$ cat src/rtl/lap_stopwatch.sv
// Parametrised BCD stopwatch / count-down timer with lap freeze, feeding the
// seven-segment multiplexer. All state changes on the rising edge of clk.
module lap_stopwatch #(
    parameter int NUM_CLK_CYCLES = 10,
    parameter int NUM_DIGITS     = 4,
    parameter bit WRAP           = 1'b1
) (
    input  logic                      clk,
    input  logic                      rst,
    input  logic                      start_stop,
    input  logic                      clear,
    input  logic                      lap,
    input  logic                      mode,
    input  logic                      load,
    input  logic [4*NUM_DIGITS-1:0]   load_value,
    output logic [4*NUM_DIGITS-1:0]   digits,
    output logic                      running,
    output logic                      lap_active,
    output logic                      done,
    output logic                      tick
);

    localparam int W  = 4 * NUM_DIGITS;
    localparam int PW = $clog2(NUM_CLK_CYCLES);
    localparam logic [PW-1:0] LAST      = PW'(NUM_CLK_CYCLES - 1);
    localparam logic [W-1:0]  ALL_NINES = {NUM_DIGITS{4'h9}};

    typedef enum logic [1:0] {STOPPED, RUNNING, EXPIRED} state_t;

    state_t        state, state_n;
    logic [PW-1:0] count_reg, count_n;
    logic [W-1:0]  cnt, cnt_n, lap_reg, lap_n;
    logic          mode_reg, mode_n, lap_active_n, done_n;

    function automatic logic [W-1:0] bcd_inc(input logic [W-1:0] v);
        logic [W-1:0] r;
        logic         c;
        r = v;
        c = 1'b1;
        for (int unsigned i = 0; i < NUM_DIGITS; i++) begin
            if (c) begin
                if (v[4*i +: 4] == 4'd9) r[4*i +: 4] = 4'd0;
                else begin
                    r[4*i +: 4] = v[4*i +: 4] + 4'd1;
                    c = 1'b0;
                end
            end
        end
        return r;
    endfunction

    function automatic logic [W-1:0] bcd_dec(input logic [W-1:0] v);
        logic [W-1:0] r;
        logic         b;
        r = v;
        b = 1'b1;
        for (int unsigned i = 0; i < NUM_DIGITS; i++) begin
            if (b) begin
                if (v[4*i +: 4] == 4'd0) r[4*i +: 4] = 4'd9;
                else begin
                    r[4*i +: 4] = v[4*i +: 4] - 4'd1;
                    b = 1'b0;
                end
            end
        end
        return r;
    endfunction

    function automatic logic [W-1:0] bcd_sat(input logic [W-1:0] v);
        logic [W-1:0] r;
        r = v;
        for (int unsigned i = 0; i < NUM_DIGITS; i++)
            if (v[4*i +: 4] > 4'd9) r[4*i +: 4] = 4'd9;
        return r;
    endfunction

    assign tick = (state == RUNNING) && (count_reg == LAST);

    always_comb begin
        state_n      = state;
        count_n      = count_reg;
        cnt_n        = cnt;
        lap_n        = lap_reg;
        mode_n       = mode_reg;
        lap_active_n = lap_active;
        done_n       = done;
        if (clear) begin
            cnt_n        = '0;
            count_n      = '0;
            done_n       = 1'b0;
            lap_active_n = 1'b0;
            if (state == EXPIRED) state_n = STOPPED;
        end else begin
            if (load && state != RUNNING) begin
                cnt_n   = bcd_sat(load_value);
                count_n = '0;
                done_n  = 1'b0;
                state_n = STOPPED;
            end else begin
                case (state)
                    STOPPED: begin
                        if (start_stop && !(mode && cnt == '0)) begin
                            state_n = RUNNING;
                            mode_n  = mode;
                        end
                    end
                    RUNNING: begin
                        count_n = tick ? '0 : count_reg + 1'b1;
                        if (tick) begin
                            if (mode_reg) begin
                                cnt_n = bcd_dec(cnt);
                                if (cnt_n == '0) begin
                                    done_n  = 1'b1;
                                    state_n = EXPIRED;
                                end
                            end else if (cnt == ALL_NINES && !WRAP) begin
                                state_n = STOPPED;
                            end else begin
                                cnt_n = bcd_inc(cnt);
                            end
                        end
                        // a coincident tick is applied first; stop only if it left us running
                        if (start_stop && state_n == RUNNING) state_n = STOPPED;
                    end
                    default: ;
                endcase
            end
            // lap sees the pre-update count so a coincident tick is not captured
            if (lap) begin
                if (lap_active) lap_active_n = 1'b0;
                else begin
                    lap_n        = cnt;
                    lap_active_n = 1'b1;
                end
            end
        end
    end

    always_ff @(posedge clk) begin
        if (rst) begin
            state      <= STOPPED;
            count_reg  <= '0;
            cnt        <= '0;
            lap_reg    <= '0;
            mode_reg   <= 1'b0;
            lap_active <= 1'b0;
            done       <= 1'b0;
            digits     <= '0;
            running    <= 1'b0;
        end else begin
            state      <= state_n;
            count_reg  <= count_n;
            cnt        <= cnt_n;
            lap_reg    <= lap_n;
            mode_reg   <= mode_n;
            lap_active <= lap_active_n;
            done       <= done_n;
            digits     <= lap_active_n ? lap_n : cnt_n;
            running    <= (state_n == RUNNING);
        end
    end

endmodule

$ cat config.mk
export PLATFORM = sky130hd
export DESIGN_NAME = lap_stopwatch
export DESIGN_NICKNAME = d
export VERILOG_FILES = /design/src/rtl/lap_stopwatch.sv
export SDC_FILE = /design/constraint.sdc
export NUM_CORES = 1
export LEC_CHECK = 0
export ABC_CLOCK_PERIOD_IN_PS = 3700
export BUFFER_PORTS_ARGS = -buffer_cell sky130_fd_sc_hd__buf_2
export CELL_PAD_IN_SITES_DETAIL_PLACEMENT = 1
export CELL_PAD_IN_SITES_GLOBAL_PLACEMENT = 2
export CORE_UTILIZATION = 30
export CTS_CLUSTER_DIAMETER = 200
export CTS_CLUSTER_SIZE = 25
export DETAILED_ROUTE_END_ITERATION = 16
export GPL_ROUTABILITY_DRIVEN = 0
export GPL_TIMING_DRIVEN = 0
export PLACE_DENSITY = 0.68
export SYNTH_ARGS = -nofsm -noshare
export SYNTH_HDL_FRONTEND = slang
export SYNTH_SLANG_ARGS = --single-unit
$ cat constraint.sdc
create_clock -name clk -period 3.7 [get_ports clk]
set_input_delay 0.74 -clock clk [delete_from_list [all_inputs] [get_ports clk]]
set_output_delay 0.74 -clock clk [all_outputs]
set_load 0.02 [all_outputs]
==> impl_results.md <==
- Status: finished, violations left
- Violated checks: design-rule violations
- Crit path max fanout: 10
- Unrepaired setup endpoints after global routing: false
- CTS Hold Buffers Added: 0
- HPWL reported at the end of detailed placement: 9.74 mm
- Worst-margin pin slew: 0.935 ns
- Vias in the first global route: 3425
- Syn_nets: 463
- Die Y: 111 µm
- First-pass GRT wire length: 19.9 mm
- Top-count cell post-synth: dfxtp_1
- Power Dens Cells: 405 nW/µm²
- Combined area of the multi-input logic cells: 2170 µm²
- Synth area leaders: dfxtp_1 33%, mux2i_1 5.6%, ha_1 5.3%, a21oi_1 4.2%, nor2_1 4.0%
- Switching Share: 0.300
- Most frequent cells after synthesis: 58 x dfxtp_1, 38 x nor2_1, 30 x a21oi_1, 30 x nand2_1, 23 x o21ai_0
- Fin worst setup slack: 0.620 ns
- Final Hold Violating Endpoints: 0
- Cts bufs inserted: 9
- Element type at the critical path end: output pin
- Syn-to-layout area delta: 18.1%
- Startpoint Class: flip-flop
- M1 GR Usage: 0.292
- Synth async-reset ratio: 0
- Deepest clock path buffer count: 2
- EDFF count, synth: 0
- Pins Over Slew Limit: 0
- Post-CTS setup buffers: 0
- Fmax: 325 MHz
- CTS Sinks: 58
- Hold Path Class: reg2reg
- Logic pwr share: 0.170
- Max-slew headroom: 0.375
- Share of cells above drive strength 1: 0.195
- Largest net degree at the start of global routing: 11
- WL per Instance: 20.5 µm
- Type of the worst setup path: reg2out
- Total of max-cap violations: 0
- Htree depth: 3
- Post-synthesis sequential area ratio: 0.326
- Synth top area share: 0.326
- Fillers: 1409
- Final worst path period need: 3.08 ns
- Post-Synthesis Cell Area: 3560 µm²
- Gr usage total: 0.216
- Top cell type by total area after synthesis: dfxtp_1
- Setup TNS: 0 ns
- Syn Area/Cell: 8.38 µm²
- Die width: 111 µm
- Total congestion overflow: 0
- Die area: 12300 µm²
- Clk root buf: clkbuf_16
- Dpl ws: 0.801 ns
- Cells after Synth: 425
- Yosys warning total: 0
- Count of different cell masters after synthesis: 73
- Met2 Use GR: 0.340
- Post-CTS Resized: 0
- Clk Latency, worst-skew pair: 0.34 ns
- Detailed router's first-iteration violation count: 137
- Clk network pwr share: 0.441
- Reg clk slew, reported paths: 0.06 ns
- Diode count: 0
- # setup viols final: 0
- CTS tree: yes
- Crit path DAT: 2.34 ns
- I/O pin count: 43
- P_sw: 0.000511 W
- Clock Skew: 0.00950 ns
- Final period utilization: 0.833
- Initial Util: 0.309
- Post-route antenna net violation count: 0
- Via density: 5.54
- FF+latch area: 1160 µm²
- Most Crowded Layer GR: met2
- Top FF cell, synth: dfxtp_1
- Maximum VDD drop: 0.296 mV
- Via count: 3457
- Total Power: 0.00171 W
- FP Rows: 39
- DR pass1 iterations: 10
- Internal: 0.00119 W
- Synth Register Bits: 58
- Number of antenna violations at the first check in global routing: 0
- Core ar.: 11500 µm²
- WP data required: 2.96 ns
- Grt met3 use: 0.0448
- Routed WL: 12.8 mm
- Port Buf Inserts: 41
- Number of remaining DRC errors: 4
- Sequential Power Share: 0.389
- Nets: 515
- Leak: 1.71 nW
-- power groups by stage --
stage	logic, W	clock network, W	registers (W)
final	0.000290	0.000753	0.000663
after detailed placement	0.000289	0	0.000676
after global placement	0.000287	0	0.000675
after global routing	0.000315	0.000797	0.000665
after CTS	0.000291	0.000770	0.000663
after floorplan	0.000178	0	0.000688
-- cell families (layout without fill, tap and decap cells) --
logic type | after synthesis | count (layout) | synth area share
multiplexers | 22 | 22 | 0.0625
flip-flops | 58 | 58 | 0.326
adder cells (fa/ha/maj) | 15 | 15 | 0.0527
buffers and inverters | 50 | 106 | 0.0636
XOR/XNOR | 3 | 3 | 0.00738
AO/OA/AOI/OAI | 120 | 120 | 0.231
AND/OR/NAND/NOR | 157 | 157 | 0.257
-- cell usage in the layout (no fill, tap or decap), types with 13 or more instances in the layout --
master and count:
nor2_1 38, o21ai_0 23, a21oi_1 30, nand2_1 30, dfxtp_1 58, nor3_1 15, mux2i_1 20, ha_1 15
buf_2 51, clkbuf_1 16, inv_1 18, nand3_1 13
-- per-stage QoR --
stage / area (µm²) / hold slack (ns) / cells / util
CTS: 4210 / 0.467 / 624 / 0.365
global placement: 3950 / 0.448 / 609 / 0.343
global route: 4210 / 0.498 / 624 / 0.365
detailed placement: 3950 / 0.459 / 609 / 0.343
floorplan: 3560 / 0.449 / 425 / -
finish: 4210 / 0.462 / 624 / 0.365
-- layout make-up --
class                   instances  area share
plain buffers                  31      0.0369
clock buffers                  10      0.0544
clock inverters                 5     0.00773
inverters                      19      0.0169
multi-input cells             317       0.517
flip-flops and latches         58       0.276
well taps                     143      0.0425
repair buffers                 41      0.0488
-- critical path, stage by stage, from the launching register on --
cell,delay [ns]
dfxtp_1,0.39
ha_1,0.17
and3b_1,0.15
clkbuf_1,0.30
nand2_2,0.24
inv_1,0.12
buf_4,0.20
buf_4,0.23
buf_2,0.19
-- final timing paths --
path,from,slack (ns),endpoint,depth (start not counted)
min,done,0.46,done,2
min reg2reg,done,0.46,done,2
max reg2reg,cnt[0],0.74,digits[8],10
max,count_reg[0],0.62,tick,8
-- metal layers --
layer	vias to the layer above	part of all wire	routed length, µm
met5	-	0	0
met4	0	0.017	223
met3	15	0.038	489
met2	75	0.46	5820
met1	1707	0.49	6250
li1	1660	-	-
Note: power is estimated with default switching activity, not from simulation.
